===== config.mk =====
export PLATFORM = sky130hd
export DESIGN_NAME = ahb_bus_arbiter
export DESIGN_NICKNAME = d
export VERILOG_FILES = /design/src/rtl/ahb_arb_pkg.sv /design/src/rtl/ahb_addr_decode.sv /design/src/rtl/ahb_bus_arbiter.sv
export SDC_FILE = /design/constraint.sdc
export NUM_CORES = 1
export LEC_CHECK = 0
export ABC_AREA = 1
export CORE_MARGIN = 2
export CORE_UTILIZATION = 44
export DETAILED_ROUTE_END_ITERATION = 8
export PLACE_DENSITY = 0.78
export SLEW_MARGIN = 10
export SYNTH_ARGS = -nofsm -noshare
export SYNTH_HDL_FRONTEND = slang
export SYNTH_HIERARCHICAL = 1
export SYNTH_SLANG_ARGS = --single-unit

===== constraint.sdc =====
create_clock -name clk -period 2.5 [get_ports clk]
set_clock_uncertainty 0.15 [all_clocks]
set_input_delay 0.25 -clock clk [delete_from_list [all_inputs] [get_ports clk]]
set_output_delay 0.25 -clock clk [all_outputs]
set_load 0.01 [all_outputs]

===== src/rtl/ahb_arb_pkg.sv =====
// ahb_arb_pkg: shared types and constants for the AHB-lite fetch/load-store arbiter.
//   arb_state_t : arbiter FSM states
//   owner_t     : which requester owns the transfer in flight
//   HSIZE_*     : AHB transfer size codes
//   HPROT_*     : protection codes for fetch and data accesses
package ahb_arb_pkg;

   typedef enum logic [1:0] {IDLE, ADDR, DATA, ERR} arb_state_t;

   typedef enum logic {FETCH, LDST} owner_t;

   localparam logic [2:0] HSIZE_BYTE = 3'b000;
   localparam logic [2:0] HSIZE_HALF = 3'b001;
   localparam logic [2:0] HSIZE_WORD = 3'b010;

   localparam logic [3:0] HPROT_FETCH = 4'b0010;
   localparam logic [3:0] HPROT_DATA  = 4'b0011;

endpackage


===== src/rtl/ahb_addr_decode.sv =====
// ahb_addr_decode: combinational slave decode for the instruction/data memory pair.
//   addr_i  : byte address to decode
//   hsel1_o : address falls in instruction memory (ROM_BASE, 2**ROM_AW bytes)
//   hsel2_o : address falls in data memory (RAM_BASE, 2**RAM_AW bytes)
//   miss_o  : address maps to neither slave
module ahb_addr_decode #(
   parameter logic [31:0] ROM_BASE = 32'h0000_0000,
   parameter int unsigned ROM_AW   = 12,
   parameter logic [31:0] RAM_BASE = 32'h1000_0000,
   parameter int unsigned RAM_AW   = 12
) (
   input  logic [31:0] addr_i,
   output logic        hsel1_o,
   output logic        hsel2_o,
   output logic        miss_o
);

   logic [31:0] rom_diff;
   logic [31:0] ram_diff;
   logic        rom_match;
   logic        ram_match;

   // Region match: all bits above the region size equal the base.
   assign rom_diff  = addr_i ^ ROM_BASE;
   assign ram_diff  = addr_i ^ RAM_BASE;
   assign rom_match = ((rom_diff >> ROM_AW) == 32'd0);
   assign ram_match = ((ram_diff >> RAM_AW) == 32'd0);

   // Instruction memory wins if the regions are ever configured to overlap,
   // so the selects stay one-hot.
   assign hsel1_o = rom_match;
   assign hsel2_o = ram_match & ~rom_match;
   assign miss_o  = ~rom_match & ~ram_match;

endmodule


===== src/rtl/ahb_bus_arbiter.sv =====
// ahb_bus_arbiter: AHB-lite front end sharing the instruction/data slave pair between the
// core's fetch port (if_*) and load/store port (ls_*).
//   clk, reset          : clock, synchronous active-high reset
//   if_req/if_addr      : fetch request; if_gnt/if_rvalid/if_err pulses, if_rdata result
//   ls_req/ls_we/...    : load/store request; ls_gnt/ls_rvalid/ls_err pulses, ls_rdata result
//   HSEL1/HSEL2, haddr, hwrite, hwdata, hsize, hprot, is_signed : bus to the slave wrapper
//   instruction/load_out, hready_*/hresp_* : slave read data, ready and error
// Optional feature: define ARB_TIMEOUT_EN to abort a data phase that waits TIMEOUT_CYCLES
// cycles on hready; without it the arbiter waits indefinitely.
// All outputs are registered. A decode miss spends one silent cycle in ERR before the
// error pulse, so it completes with the same latency as a zero-wait transfer.
module ahb_bus_arbiter #(
   parameter logic [31:0] ROM_BASE       = 32'h0000_0000,
   parameter int unsigned ROM_AW         = 12,
   parameter logic [31:0] RAM_BASE       = 32'h1000_0000,
   parameter int unsigned RAM_AW         = 12,
   parameter int unsigned TIMEOUT_CYCLES = 16
) (
   input  logic        clk,
   input  logic        reset,
   input  logic        if_req,
   input  logic [31:0] if_addr,
   output logic        if_gnt,
   output logic        if_rvalid,
   output logic [31:0] if_rdata,
   output logic        if_err,
   input  logic        ls_req,
   input  logic        ls_we,
   input  logic [31:0] ls_addr,
   input  logic [31:0] ls_wdata,
   input  logic [2:0]  ls_size,
   input  logic        ls_signed,
   output logic        ls_gnt,
   output logic        ls_rvalid,
   output logic [31:0] ls_rdata,
   output logic        ls_err,
   output logic        HSEL1,
   output logic        HSEL2,
   output logic [31:0] haddr,
   output logic        hwrite,
   output logic [31:0] hwdata,
   output logic [2:0]  hsize,
   output logic [3:0]  hprot,
   output logic        is_signed,
   input  logic [31:0] instruction,
   input  logic [31:0] load_out,
   input  logic        hready_inst,
   input  logic        hready_data,
   input  logic        hresp_inst,
   input  logic        hresp_data
);
   import ahb_arb_pkg::*;

   arb_state_t  state_q, state_d;
   owner_t      owner_q, owner_d, last_owner_q, last_owner_d;
   logic        err_phase_q, err_phase_d;
   logic [31:0] wdata_q, wdata_d;
   logic        hsel1_q, hsel1_d, hsel2_q, hsel2_d;
   logic [31:0] haddr_q, haddr_d, hwdata_q, hwdata_d;
   logic        hwrite_q, hwrite_d, is_signed_q, is_signed_d;
   logic [2:0]  hsize_q, hsize_d;
   logic [3:0]  hprot_q, hprot_d;
   logic        if_gnt_q, if_gnt_d, if_rvalid_q, if_rvalid_d, if_err_q, if_err_d;
   logic        ls_gnt_q, ls_gnt_d, ls_rvalid_q, ls_rvalid_d, ls_err_q, ls_err_d;
   logic [31:0] if_rdata_q, if_rdata_d, ls_rdata_q, ls_rdata_d;

   logic        grant_ls, gnt, done_ok, done_err, bus_clr;
   logic [31:0] dec_addr, rd_word;
   logic        dec_hsel1, dec_hsel2, dec_miss, sel_hready, sel_hresp;

`ifdef ARB_TIMEOUT_EN
   localparam int unsigned CntW = $clog2(TIMEOUT_CYCLES) + 1;
   logic [CntW-1:0] cnt_q, cnt_d;
`endif

   // Contended IDLE: the port that did not win last time goes next.
   assign grant_ls = ls_req & (~if_req | (last_owner_q == FETCH));
   assign dec_addr = grant_ls ? ls_addr : if_addr;

   ahb_addr_decode #(
      .ROM_BASE (ROM_BASE),
      .ROM_AW   (ROM_AW),
      .RAM_BASE (RAM_BASE),
      .RAM_AW   (RAM_AW)
   ) u_decode (
      .addr_i  (dec_addr),
      .hsel1_o (dec_hsel1),
      .hsel2_o (dec_hsel2),
      .miss_o  (dec_miss)
   );

   assign sel_hready = hsel1_q ? hready_inst : hready_data;
   assign sel_hresp  = hsel1_q ? hresp_inst  : hresp_data;
   assign rd_word    = hwrite_q ? 32'd0 : (hsel1_q ? instruction : load_out);

   always_comb begin
      state_d      = state_q;
      owner_d      = owner_q;
      last_owner_d = last_owner_q;
      err_phase_d  = err_phase_q;
      wdata_d      = wdata_q;
      hsel1_d      = hsel1_q;
      hsel2_d      = hsel2_q;
      haddr_d      = haddr_q;
      hwrite_d     = hwrite_q;
      hwdata_d     = hwdata_q;
      hsize_d      = hsize_q;
      hprot_d      = hprot_q;
      is_signed_d  = is_signed_q;
      if_rdata_d   = if_rdata_q;
      ls_rdata_d   = ls_rdata_q;
      gnt          = 1'b0;
      done_ok      = 1'b0;
      done_err     = 1'b0;
      bus_clr      = 1'b0;
`ifdef ARB_TIMEOUT_EN
      cnt_d        = cnt_q;
`endif
      unique case (state_q)
         IDLE: begin
            if (if_req || ls_req) begin
               gnt          = 1'b1;
               owner_d      = grant_ls ? LDST : FETCH;
               last_owner_d = owner_d;
               wdata_d      = ls_wdata;
               if (dec_miss) begin
                  state_d     = ERR;
                  err_phase_d = 1'b0;
               end else begin
                  state_d     = ADDR;
                  hsel1_d     = dec_hsel1;
                  hsel2_d     = dec_hsel2;
                  haddr_d     = dec_addr;
                  hwrite_d    = grant_ls & ls_we;
                  hsize_d     = grant_ls ? ls_size : HSIZE_WORD;
                  hprot_d     = grant_ls ? HPROT_DATA : HPROT_FETCH;
                  is_signed_d = grant_ls & ls_signed;
               end
            end
         end
         ADDR: begin
            state_d  = DATA;
            hwdata_d = hwrite_q ? wdata_q : 32'd0;
`ifdef ARB_TIMEOUT_EN
            cnt_d    = '0;
`endif
         end
         DATA: begin
            if (sel_hready) begin
               bus_clr = 1'b1;
               state_d = IDLE;
               if (sel_hresp) begin
                  done_err = 1'b1;
               end else begin
                  done_ok = 1'b1;
                  if (owner_q == FETCH) if_rdata_d = rd_word;
                  else                  ls_rdata_d = rd_word;
               end
            end
`ifdef ARB_TIMEOUT_EN
            else if (cnt_q == CntW'(TIMEOUT_CYCLES - 1)) begin
               bus_clr  = 1'b1;
               done_err = 1'b1;
               state_d  = IDLE;
            end else begin
               cnt_d = cnt_q + 1'b1;
            end
`endif
         end
         ERR: begin
            if (err_phase_q) begin
               done_err    = 1'b1;
               err_phase_d = 1'b0;
               state_d     = IDLE;
            end else begin
               err_phase_d = 1'b1;
            end
         end
         default: state_d = IDLE;
      endcase

      if (bus_clr) begin
         hsel1_d     = 1'b0;
         hsel2_d     = 1'b0;
         haddr_d     = 32'd0;
         hwrite_d    = 1'b0;
         hwdata_d    = 32'd0;
         hsize_d     = 3'd0;
         hprot_d     = 4'd0;
         is_signed_d = 1'b0;
      end

      if_gnt_d    = gnt & (owner_d == FETCH);
      ls_gnt_d    = gnt & (owner_d == LDST);
      if_rvalid_d = done_ok & (owner_q == FETCH);
      ls_rvalid_d = done_ok & (owner_q == LDST);
      if_err_d    = done_err & (owner_q == FETCH);
      ls_err_d    = done_err & (owner_q == LDST);
   end

   always_ff @(posedge clk) begin
      if (reset) begin
         state_q      <= IDLE;
         owner_q      <= FETCH;
         last_owner_q <= FETCH;
         err_phase_q  <= 1'b0;
         wdata_q      <= 32'd0;
         hsel1_q      <= 1'b0;
         hsel2_q      <= 1'b0;
         haddr_q      <= 32'd0;
         hwrite_q     <= 1'b0;
         hwdata_q     <= 32'd0;
         hsize_q      <= 3'd0;
         hprot_q      <= 4'd0;
         is_signed_q  <= 1'b0;
         if_gnt_q     <= 1'b0;
         if_rvalid_q  <= 1'b0;
         if_err_q     <= 1'b0;
         ls_gnt_q     <= 1'b0;
         ls_rvalid_q  <= 1'b0;
         ls_err_q     <= 1'b0;
         if_rdata_q   <= 32'd0;
         ls_rdata_q   <= 32'd0;
`ifdef ARB_TIMEOUT_EN
         cnt_q        <= '0;
`endif
      end else begin
         state_q      <= state_d;
         owner_q      <= owner_d;
         last_owner_q <= last_owner_d;
         err_phase_q  <= err_phase_d;
         wdata_q      <= wdata_d;
         hsel1_q      <= hsel1_d;
         hsel2_q      <= hsel2_d;
         haddr_q      <= haddr_d;
         hwrite_q     <= hwrite_d;
         hwdata_q     <= hwdata_d;
         hsize_q      <= hsize_d;
         hprot_q      <= hprot_d;
         is_signed_q  <= is_signed_d;
         if_gnt_q     <= if_gnt_d;
         if_rvalid_q  <= if_rvalid_d;
         if_err_q     <= if_err_d;
         ls_gnt_q     <= ls_gnt_d;
         ls_rvalid_q  <= ls_rvalid_d;
         ls_err_q     <= ls_err_d;
         if_rdata_q   <= if_rdata_d;
         ls_rdata_q   <= ls_rdata_d;
`ifdef ARB_TIMEOUT_EN
         cnt_q        <= cnt_d;
`endif
      end
   end

   assign if_gnt    = if_gnt_q;
   assign if_rvalid = if_rvalid_q;
   assign if_err    = if_err_q;
   assign if_rdata  = if_rdata_q;
   assign ls_gnt    = ls_gnt_q;
   assign ls_rvalid = ls_rvalid_q;
   assign ls_err    = ls_err_q;
   assign ls_rdata  = ls_rdata_q;
   assign HSEL1     = hsel1_q;
   assign HSEL2     = hsel2_q;
   assign haddr     = haddr_q;
   assign hwrite    = hwrite_q;
   assign hwdata    = hwdata_q;
   assign hsize     = hsize_q;
   assign hprot     = hprot_q;
   assign is_signed = is_signed_q;

endmodule


After elaboration in Yosys (flattened, before gate mapping)
Cells that the tools add are included.
{"block": "totals", "register_bits": 182, "word_cells": 92, "input_bits": 173}
{"block": "op_classes", "reduce_logical": 12, "n_bitwise": 21, "eq_ne": 7, "mux": 31}
{"cell": "$mux W32", "n": 4}
{"cell": "$logic_not A32 Y1", "n": 2}
{"cell": "$mux W1", "n": 19}
{"cell": "$and A1 B1 Y1", "n": 11}
{"cell": "$not A1 Y1", "n": 9}
{"cell": "$reduce_and A3 Y1", "n": 3}
{"cell": "$mux W2", "n": 4}
{"cell": "$ne A2 B2 Y1 const B", "n": 4}
{"cell": "$pmux W2 S4", "n": 1}
{"cell": "$reduce_and A4 Y1", "n": 2}
{"cell": "$eq A2 B2 Y1 const B", "n": 2}
{"cell": "$pmux W1 S2", "n": 2}
{"cell": "$mux W3", "n": 1}
{"cell": "$eq A2 B1 Y1 const B", "n": 1}
{"cell": "$logic_not A2 Y1", "n": 1}
{"cell": "$reduce_and A2 Y1", "n": 1}
{"cell": "$reduce_bool A2 Y1", "n": 1}
{"cell": "$reduce_or A2 Y1", "n": 1}
{"cell": "$logic_or A1 B1 Y1", "n": 1}
{"cell": "$or A1 B1 Y1", "n": 1}

Depth between registers and ports, before layout
Gate-level depths: netlist of run 1.
{"block": "logic_depth", "ltp_word": 11, "mapped_depth": 17, "mapped_depth_nobuf": 13}

Modules after synthesis
The synthesis of run 1 kept the hierarchy.
{"mod": "ahb_bus_arbiter", "instances": 1, "cells_each": 1176, "area_per_inst_um2": 7863.8, "seq_area_each_um2": 3603.5}
{"mod": "ahb_addr_decode", "instances": 1, "cells_each": 22, "area_per_inst_um2": 95.1, "seq_area_each_um2": 0.0}

Least setup slack after synthesis of run 1
Ideal clock, no wire load.
{"block": "synth_timing", "path_kind": "register -> register", "start": "register last_owner_q", "end": "register haddr_q[0], in the netlist haddr[0]", "t_required_ps": 2230, "path_buffers": 4, "slack_ps": 319, "stages_incl_launch_ff": 18, "t_arrival_ps": 1912, "period_less_slack_ps": 2181, "path_cell_list": "dfxtp_1 > nand2_1 > nand2_1 > inv_1 > buf_4 > buf_4 > nand2_1 > nand2_1 > nor2_1 > nand2_1 > nor2_2 > nand3_1 > inv_1 > nand2_2 > buf_4 > buf_6 > nand2_1 > a21oi_1"}
{"element": "from (decl)", "line_no": "ahb_bus_arbiter.sv:55", "text": "owner_t owner_q, owner_d, last_owner_q, last_owner_d;"}
{"element": "from (signal assigned)", "line_no": "ahb_bus_arbiter.sv:230", "text": "last_owner_q <= last_owner_d;"}
{"element": "$not A1 Y1 (*)", "line_no": "ahb_bus_arbiter.sv:77", "text": "assign grant_ls = ls_req & (~if_req | (last_owner_q == FETCH));"}
{"element": "$or A1 B1 Y1 (*)", "line_no": "ahb_bus_arbiter.sv:77"}
{"element": "$and A1 B1 Y1 (*)", "line_no": "ahb_bus_arbiter.sv:77"}
{"element": "$mux W32 (*)", "line_no": "ahb_bus_arbiter.sv:78", "text": "assign dec_addr = grant_ls ? ls_addr : if_addr;"}
{"element": "net dec_addr[15]", "line_no": "ahb_bus_arbiter.sv:68", "text": "logic [31:0] dec_addr, rd_word;"}
{"element": "$logic_not A32 Y1, on equally long branches", "line_no": "ahb_addr_decode.sv:26, ahb_addr_decode.sv:27"}
{"element": "$not A1 Y1", "line_no": "ahb_addr_decode.sv:33", "text": "assign miss_o = ~rom_match & ~ram_match;"}
{"element": "$and A1 B1 Y1 (*)", "line_no": "ahb_addr_decode.sv:33"}
{"element": "net dec_miss", "line_no": "ahb_bus_arbiter.sv:69", "text": "logic dec_hsel1, dec_hsel2, dec_miss, sel_hready, sel_hresp;"}
{"element": "$not A1 Y1 (no line) (*)"}
{"element": "$reduce_and A3 Y1 (no line) (*)"}
{"element": "to (signal assigned)", "line_no": "ahb_bus_arbiter.sv:235", "text": "haddr_q <= haddr_d;"}
{"element": "to (decl)", "line_no": "ahb_bus_arbiter.sv:59", "text": "logic [31:0] haddr_q, haddr_d, hwdata_q, hwdata_d;"}
The timed path passes the listed nets; every way through them passes the cells marked *.
A chain may end at the register's enable or synchronous reset.

Final worst setup path of run 1
{"block": "layout_timing", "start": "register hsel1_q, in the netlist HSEL1", "end": "output HSEL1"}
{"element": "from (decl)", "line_no": "ahb_bus_arbiter.sv:58", "text": "logic hsel1_q, hsel1_d, hsel2_q, hsel2_d;"}
{"element": "from (signal assigned)", "line_no": "ahb_bus_arbiter.sv:233", "text": "hsel1_q <= hsel1_d;"}
{"element": "to (decl)", "line_no": "ahb_bus_arbiter.sv:37", "text": "output logic HSEL1,"}
No word-level cell between the ends.

==> summary.md, run 1 <==
| Metric | Value |
|---|---|
| Outcome | `completed` |
| WHS Endpoint | `hsize[2]$_SDFFE_PP0P_` |
| Reg-to-reg slack, setup | `0.25 ns` |
| Critical path's top delay family | `buffers and inverters` |
| Setup WS post-layout | `0.1567 ns` |
| Core area | `0.01784 mm²` |
| I/O Buffers | `315` |
| Crit-path slowest cell | `clkdlybuf4s50_1` |
| Initial DRC count | `497` |
| F_max | `0.4268 GHz` |
| Post-CTS sizing | `0` |
| Via/cell ratio | `4.862` |
| Max-slew violations | `0` |
| Initial Utilization | `0.4461` |
| CP peak stage delay | `0.60 ns` |
| Vias in the first global route | `7956` |
| Die Ht | `138.5 µm` |
| Most frequent cells in the layout | `nand2_1 (327), clkdlybuf4s50_1 (315), nor2_1 (272)` |
| Die area | `0.01918 mm²` |
| Min-Delay Path Class | `input pin to flop` |
| Cells after synthesis | `1198` |
| HPWL after detailed placement | `18600 µm` |
| Startpoint types | `flop` |
| DR DRC count | `0` |
| # rows | `49` |
| Max-cap violations | `0` |
| Gr usage total | `0.2622` |
| Commonest non-fill, non-tap cell in the layout | `nand2_1` |
| Synth cell types | `24` |
| Die Wd | `138.5 µm` |
| Yosys Warn Count | `6` |
| Final min period | `2.343 ns` |
| Final Hold Violating Endpoints | `0` |
| Crit Reg-Reg Startpoint | `last_owner_q$_SDFFE_PP0P_` |
| Min-delay src | `ls_size[2]` |
| Post-synthesis sequential area ratio | `0.4528` |
| WP data required | `2.10 ns` |
| Final setup viols | `0` |
| CP Buf/Inv Count | `2` |
| Reg clk slew, reported paths | `0.07 ns` |
| Seq cells post-synth | `180` |
| Max FO, Critical Path | `25` |
| Total CTS buffers | `17` |
| Crit-path cells | `buf_4 -> clkdlybuf4s50_1` |
| DR pass1 iterations | `5` |
| Leak pwr | `5.124 nW` |
| DR vias | `8474` |
| H-tree levels | `4` |
| Tcrit/Tclk final | `0.9373` |
| Hold Path Depth | `3` |
| Cell accounting for the most synthesized area | `dfxtp_1` |
| Layout area overhead | `50.56%` |
| Routed WL | `25840 µm` |
| RSZ-0062 raised after global routing | `no` |
| RePlAce Congestion | `0.8992` |
| Average wire per standard cell | `14.82 µm` |
| Clock buffer depth | `2` |
| CP endpoint kind | `output port` |
| Placement Setup Slack | `-0.09242 ns` |
| Total gr overflow | `0` |
| Clock sink count | `180` |
| VDD IR max | `0.4993 mV` |
| Mapped cell area | `0.007959 mm²` |
| Total Power | `6.801 mW` |
| # IOs | `318` |
| Worst Tran Pin Value | `0.5680 ns` |
| Root buf cell | `clkbuf_16` |
| First-pass GRT wire length | `40530 µm` |
| Antenna violations before repair | `0` |
| Kind of critical path | `flop to output port` |
| Share of post-route cells with drive strength above 1 | `0.07992` |
| Power density over the cells | `567.6 mW/mm²` |
| WP data arrival | `1.94 ns` |
| Clk_lat worst skew | `0.42 ns` |
| Worst R2R End | `haddr[24]$_SDFFE_PP0P_` |
| CTS tree | `built` |
| Synth top area cells | `dfxtp_1 (45%), nand2_1 (15%), nor2_1 (13%)` |
| Slew headroom | `0.6200` |
| Synthesized area per cell | `6.643 µm²` |
| Worst Reg-to-Reg Cells | `13` |
| Nets | `1674` |
| Largest net degree at the start of global routing | `53` |
| Yosys top cell area share | `0.4528` |
| Fillers | `1569` |
| Antenna diode count | `0` |
| Detail Route Antenna Nets | `0` |
==> synth_stat cells <==
master      n
nor2_1    272
clkbuf_1   23
or2_2      20
nand2_1   327
a31oi_1     1
buf_6       7
dfxtp_1   180
nor3_1      1
conb_1      1
o21a_1      1
o21ai_2     1
nand2_4     1
inv_2       3
nor2_2      5
inv_1      80
o21ai_0    82
buf_2      35
buf_4      10
nand3_1    60
buf_1       4
nand2_2     4
nor2_4      4
nor3_2      1
a21oi_1    75
==> worst min-delay path, delay by kind of cell <==
family | cells | cell delay (ns)
compound gates | 1 | 0.05
buf+inv | 1 | 0.40
simple gates | 1 | 0.08
==> worst max path at each step <==
stage | from | to | slack [ns] | depth (start not counted)
after detailed placement | if_req | haddr[24]$_SDFFE_PP0P_ | -0.09 | 15
after floorplan | last_owner_q$_SDFFE_PP0P_ | haddr[0]$_SDFFE_PP0P_ | 0.32 | 17
final | HSEL1$_SDFFE_PP0P_ | HSEL1 | 0.16 | 2
after global routing | last_owner_q$_SDFFE_PP0P_ | HSEL1$_SDFFE_PP0P_ | 0.01 | 14
after CTS | HSEL1$_SDFFE_PP0P_ | HSEL1 | 0.13 | 2
after global placement | if_req | hsize[0]$_SDFFE_PP0P_ | -0.007 | 15
==> power breakdown <==
group / internal (mW) / switching [mW]
sequential: 2.98 / 0.0622
combinational: 0.506 / 0.531
clock: 1.55 / 1.17
==> what timing repair did <==
item                                    CTS  global route
hold buffers                              0             0
buffers inserted                          0             0
endpoints found under the setup margin    0             2
==> layer usage <==
layer | part of all wire | GRT usage
met3 | 0.095 | 0.08556
met1 | 0.40 | 0.3094
met2 | 0.48 | 0.4521
met4 | 0.022 | 0.08485
met5 | 0 | 0
==> through the flow <==
stage | cell area [µm²] | TNS [ns] | cells | hold WS [ns] | utilization
after floorplan | 7963 | 0 | 1199 | 0.1691 | -
after global placement | 11380 | -0.01003 | 1711 | 0.2880 | 0.6380
after detailed placement | 11380 | -2.276 | 1711 | 0.2926 | 0.6380
after CTS | 11980 | 0 | 1743 | 0.2395 | 0.6716
after global routing | 11980 | 0 | 1743 | 0.2539 | 0.6716
final | 11980 | 0 | 1743 | 0.2574 | 0.6716
==> cell type report <==
cell class | count | area (µm²) | area share
Clock buffer | 20 | 456.7 | 0.03811
Clock inverter | 12 | 143.9 | 0.01201
Multi-Input combinational cell | 857 | 3622 | 0.3023
Inverter | 83 | 311.5 | 0.02600
Timing Repair Buffer | 362 | 3556 | 0.2968
Sequential cell | 180 | 3606 | 0.3009
Tap cell | 229 | 286.5 | 0.02391
==> sequential cells by signal, indices dropped and copies added, names as in the netlist <==
signal        flops
if_err            1
haddr            32
ls_rdata         32
ls_err            1
HSEL1             1
hprot             2
state_q           2
wdata_q          32
hsize             3
last_owner_q      1
if_gnt            1
owner_q           1
hwrite            1
if_rvalid         1
hwdata           32
ls_rvalid         1
HSEL2             1
err_phase_q       1
is_signed         1
ls_gnt            1
if_rdata         32
==> kinds of logic (layout without fill, tap and decap cells) <==
kind of cell / Yosys count / count (layout) / share of synthesized area
compound gates: 160 / 160 / 0.1016
buf+inv: 162 / 477 / 0.09322
flops: 180 / 180 / 0.4528
other cells: 1 / 2 / 0.0004712
simple gates: 695 / 695 / 0.3520
No activity file was read; power rests on OpenSTA's default activity.
==> inputs of run 2 (changes only) <==
--- a/config.mk
+++ b/config.mk
@@ -8,6 +8,7 @@
 export ABC_AREA = 1
 export CORE_MARGIN = 2
 export CORE_UTILIZATION = 44
+export CTS_CLUSTER_DIAMETER = 150
 export DETAILED_ROUTE_END_ITERATION = 8
 export PLACE_DENSITY = 0.78
 export SLEW_MARGIN = 10
==> results of run 2 <==
Same layout as run 1: the final DEF is identical, and so are final timing and power.
==> inputs of run 3 (changes only) <==
--- a/config.mk
+++ b/config.mk
@@ -6,6 +6,7 @@
 export NUM_CORES = 1
 export LEC_CHECK = 0
 export ABC_AREA = 1
+export ABC_CLOCK_PERIOD_IN_PS = 2500
 export CORE_MARGIN = 2
 export CORE_UTILIZATION = 44
 export CTS_CLUSTER_DIAMETER = 150
==> results of run 3 <==
Same layout as run 1: the final DEF is identical, and so are final timing and power.
==> RTL change 1 (config.mk and constraints of run 2) <==
Add a define of `ARB_TIMEOUT_EN`.
--- a/src/rtl/ahb_bus_arbiter.sv
+++ b/src/rtl/ahb_bus_arbiter.sv
@@ -11,2 +11,4 @@
 // error pulse, so it completes with the same latency as a zero-wait transfer.
+`define ARB_TIMEOUT_EN
+
 module ahb_bus_arbiter #(
Check against the original RTL: same outputs for any inputs over 4 cycles, from zero or initial values and one cycle with reset high; that may be too few to reach the edited logic, so the function may still have changed.
==> RTL change 1 against run 2 <==
- cell area grew 1.7%
- wire length shrank 2.6%
- combinational power up 6%
- setup slack improved by 0.048 ns
- total power rose by 2.8%
- maximum frequency up 2.1%
- sequential cell count grew 5
- area after synthesis is 1.9% higher
- hold slack got worse by 0.021 ns
- register-to-register slack better by 0.02 ns
==> RTL change 1: results (changes against run 2) <==
| Metric | Value |
|---|---|
| Seq/Total Area, Yosys | `0.4568 (+0.004031)` |
| Status | `complete, no violations` |
| Post-synth ARST share | `0 (unchanged)` |
| Layout cells sized above 1 | `0.07682 (-0.003097)` |
| # diodes | `0 (unchanged)` |
| Hold Path Cell Cnt | `3 (unchanged)` |
| Top cells by count, synth | `nand2_1 (361), nor2_1 (259), dfxtp_1 (185)` |
| Worst skew pair latency | `0.43 ns` |
| DP HPWL | `18,060 um (-2.9%)` |
| Final GP Congestion | `0.8509 (-5.4%)` |
| First-pass GRT wire length | `39,880 um (-1.6%)` |
| Adder-cell share of the synthesized area | `0.003086 (+0.003086)` |
| First drt pass iteration count | `5 (unchanged)` |
| CTS Buf Count | `17 (unchanged)` |
| Synth Warn # | `6 (unchanged)` |
| Worst rel slew slack | `0.4929 (-0.1271)` |
| Power Internal | `5.012 mW (-0.49%)` |
| R2R cell count | `17 (+4)` |
| Initial antenna violation count | `0 (unchanged)` |
| Vias in the first global route | `7,938 (-0.23%)` |
| CTS Root Cell | `clkbuf_16` |
| Total Routed Length | `25,160 um (-2.6%)` |
| XOR/XNOR Fraction of Synth Area | `0 (unchanged)` |
| Compound-Gate Fraction of Synth Area | `0.09568 (-0.005877)` |
| LEAKAGE | `5.250 nW (+2.5%)` |
| Final layout net count | `1,711 (+2.2%)` |
| Worst Path Max Fanout | `43 (+72%)` |
| Mux cell area share after synthesis | `0 (unchanged)` |
| Iter 0 DRT Violations | `386 (-22%)` |
| Deepest clock path buffer count | `2 (unchanged)` |
| Max stage delay on crit path | `0.65 ns (+0.05 ns)` |
| Clock transition at path regs | `0.07 ns (about the same)` |
| H-tree depth | `4 (unchanged)` |
| GRT Util Overall | `0.2517 (-0.01048)` |
| Syn_area_per_cell | `6.554 sq um (-1.3%)` |
| Worst min path class | `primary input to flop` |
| Port bufs | `315 (unchanged)` |
| Cell variety after synth | `25 (+4.2%)` |
| Via count | `8,581 (+1.3%)` |
| Largest cells by area after synthesis | `dfxtp_1 (46%), nand2_1 (17%), nor2_1 (12%), a21oi_1 (4.9%), inv_1 (4.5%)` |
| Largest net degree at the start of global routing | `72 (+36%)` |
| CP max-delay cell | `clkdlybuf4s50_1` |
| Peak supply drop | `0.0005107 V (+2.3%)` |
| Vias per inst | `4.826 (-0.73%)` |
| Worst Path Arrival | `1.90 ns (-0.04 ns)` |
RTL change 1: cell count changes after synthesis, sizes merged, moves of 4 or more:
cell and change:
o21ai -10, buf -14, a21oi +4, inv +19, nand2 +31, dfxtp +5
clkbuf +12, nor2 -13
RTL change 1: final cells by class:
type                    instances  area, sq um
flip-flops and latches        185         3706
clock buffers                  17        425.4
inverters                     102        384.1
clock inverters                15        196.4
well taps                     229        286.5
fillers                      1639         5833
repair buffers                356         3515
multi-input cells             874         3679
RTL change 1: critical path: cells and delay by family, from the launching register on:
family,cells,cell delay [ns]
flops,1,0.32
buf+inv,2,1.09
RTL change 1: path summary, 6_finish.rpt:
| path | from | endpoint | slack [ns] |
|---|---|---|---|
| max | hwrite | hwrite | 0.20 |
| min | ls_we | hwrite | 0.24 |
| max reg2reg | last_owner_q | HSEL2 | 0.27 |
| min reg2reg | wdata_q[24] | wdata_q[24] | 0.30 |
RTL change 1: power groups by stage:
stage / Sequential [mW] / Combinational [mW] / Clock (mW)
3_3_place_gp: 3.21 / 1.08 / 0
4_1_cts: 3.15 / 1.10 / 2.80
5_1_grt: 3.17 / 1.22 / 2.93
2_1_floorplan: 3.23 / 0.506 / 0
6_report: 3.15 / 1.10 / 2.74
3_5_place_dp: 3.22 / 1.10 / 0
RTL change 1: what timing repair did:
action	4_1_cts	5_1_grt
resized for setup	0	7
endpoints found under the setup margin	0	37
setup buffers	0	0
RTL change 1: through the flow:
step	cell area (sq um)	hold WS (ns)	setup TNS, ns	setup slack [ns]
final	12190	0.2360	0	0.2045
after global routing	12190	0.2375	0	0.007174
after CTS	12170	0.2267	0	0.1494
after detailed placement	11550	0.2940	-6.006	-0.2175
after global placement	11550	0.2841	-3.340	-0.1488
after floorplan	8112	0.2607	0	0.2613
RTL change 1: cell families after synthesis:
family | after synthesis
adder cells (fa/ha/maj) | 2
flip-flops | 185
AO/OA/AOI/OAI | 154
AND/OR/NAND/NOR | 716
buffers and inverters | 179
other | 1
RTL change 1: layer usage:
metal,global-route usage,up-vias,share of wire
met4,0.08789,0,0.023
met1,0.2979,3851,0.41
met2,0.4321,308,0.48
met5,0,-,0
li1,-,4381,-
met3,0.07777,41,0.088
==> RTL change 2 (settings of run 2) <==
Without the edit above. Re-encode `arb_state_t` (4 states) as one-hot, 4 bits wide.
--- a/src/rtl/ahb_arb_pkg.sv
+++ b/src/rtl/ahb_arb_pkg.sv
@@ -7,3 +7,3 @@
 
-   typedef enum logic [1:0] {IDLE, ADDR, DATA, ERR} arb_state_t;
+   typedef enum logic [3:0] {IDLE = 4'b0001, ADDR = 4'b0010, DATA = 4'b0100, ERR = 4'b1000} arb_state_t;
 
Formal check against the unedited RTL: no difference found for any inputs over 4 cycles, from zero or initial values and one cycle with reset high; so few cycles prove little.
==> RTL change 2 against run 2 <==
- area after synthesis increased by 4.1%
- cell area rose by 2.8%
- wire length is 1.4% lower
- count of clock-buffer cells in the layout is 3 lower
- maximum frequency rose by 3.0%
- total power down 3.7%
- setup slack improved by 0.068 ns
- sequential cell count increased by 2
- combinational power is 22% lower
==> RTL change 2: results (changes against run 2) <==
| Metric | Value |
|---|---|
| Global-route met1 utilization | `0.2989 (-0.01050)` |
| LEAKAGE | `5.486 nW (+7.1%)` |
| Pre-CTS setup slack | `-0.1799 ns (-0.08751 ns)` |
| Final std cells w/o fill | `1,810 (+3.8%)` |
| Multi-input logic portion of the cell area | `0.3132 (+0.01096)` |
| Post-CTS resize count | `0 (unchanged)` |
| Status | `complete, no violations` |
| Mux cell area share after synthesis | `0 (unchanged)` |
| DP HPWL | `18,510 um (-0.47%)` |
| Reg-to-reg slack, setup | `0.23 ns (-0.02 ns)` |
| FF-to-FF Start | `last_owner_q` |
| GRT Util Overall | `0.2509 (-0.01133)` |
| Cell count after synthesis | `1,263 (+5.4%)` |
| FF+latch area | `0.003645 sq mm (+1.1%)` |
| Multi-Input Combinational | `906 (+5.7%)` |
| Num Clock Sinks | `182 (+1.1%)` |
| Seq pwr | `3.00 mW (-1%)` |
| Cell variety after synth | `27 (+13%)` |
| Inverters | `100 (+20%)` |
| Die area | `0.01994 sq mm (+4.0%)` |
| Fillcell total | `1,687 (+7.5%)` |
| Post-CTS setup buffer count | `0 (unchanged)` |
| WL met3 | `2259 um (-7.8%)` |
| Hold Crit Start | `ls_wdata[26]` |
| Met1 Wirelength | `10,310 um (-0.69%)` |
| Worst Path Max Fanout | `38 (+52%)` |
| Nonclk buf count | `356 (-1.7%)` |
| Via count | `8,720 (+2.9%)` |
| Switching power | `1.735 mW (-1.6%)` |
| Iter 0 DRT Violations | `419 (-16%)` |
| Critical path type | `flop to flop` |
| Hold Slack | `0.2135 ns (-0.04391 ns)` |
| Seq/Total Area, Yosys | `0.4397 (-0.01301)` |
| DR WL met2 | `12,320 um (-0.97%)` |
| Fin area | `0.01231 sq mm (+2.8%)` |
| F_max | `439.6 MHz (+3.0%)` |
| Layout cells sized above 1 | `0.08376 (+0.003836)` |
| ClkCell Share | `0.04897 (-0.001146)` |
| Worst Path Arrival | `2.50 ns (+0.56 ns)` |
| Largest cells by area after synthesis | `dfxtp_1 (44%), nand2_1 (20%), nor2_1 (11%), a21oi_1 (4.3%), inv_1 (4.3%)` |
| Non-clk buf share | `0.2875 (-0.009210)` |
| Hold-fix buffers at CTS | `1 (+1)` |
| Reg2reg end | `haddr[7]` |
| Compound-Gate Fraction of Synth Area | `0.07460 (-0.02696)` |
| Met3 usage in global routing | `0.08084 (-0.004714)` |
| Hold EP | `wdata_q[26]` |
| Slew @ Worst Pin | `1.026 ns (+0.4585 ns)` |
| Clock group share of total power | `0.418 (+0.018)` |
| Top cells by count, synth | `nand2_1 (437), nor2_1 (251), dfxtp_1 (182)` |
| Clk power | `2.74 mW` |
| Total Routed Length | `25,480 um (-1.4%)` |
| Final GP Congestion | `0.8449 (-6.0%)` |
| Vias in the first global route | `8,021 (+0.82%)` |
| Largest net degree at the start of global routing | `41 (-23%)` |
| Final layout net count | `1,736 (+3.7%)` |
| First-pass GRT wire length | `39,880 um (-1.6%)` |
| Peak supply drop | `0.0004615 V (-7.6%)` |
| R2R cell count | `16 (+3)` |
| Global Route met2 Usage | `0.4292 (-0.02283)` |
==> RTL change 2: cell count changes after synthesis, moves of 3 or more <==
| cell | change |
|---|---|
| a21oi_1 | -3 |
| a21oi_2 | +20 |
| buf_1 | -3 |
| buf_2 | -8 |
| clkbuf_1 | +7 |
| inv_1 | +14 |
| nand2_1 | +110 |
| nand3_1 | +10 |
| nand4_1 | +5 |
| nor2_1 | -21 |
| o21ai_0 | -67 |
| or2_2 | -7 |
==> RTL change 2: critical path, stage by stage, from the launching register on <==
cell     delay (ns)
dfxtp_1        0.39
nand2_1        0.07
nand2_1        0.10
inv_1          0.08
buf_12         0.15
nand2_1        0.06
nand2_1        0.08
nor2_1         0.12
nand2_1        0.07
nor2_2         0.13
nand3_1        0.12
inv_2          0.11
nand3_4        0.12
buf_12         0.21
nand2_1        0.08
nand2_1        0.05
nor2_1         0.10
==> RTL change 2: kinds of logic after synthesis <==
kind of cell    count (synthesis)
other cells                     1
buf+inv                       176
flops                         182
simple gates                  796
compound gates                108
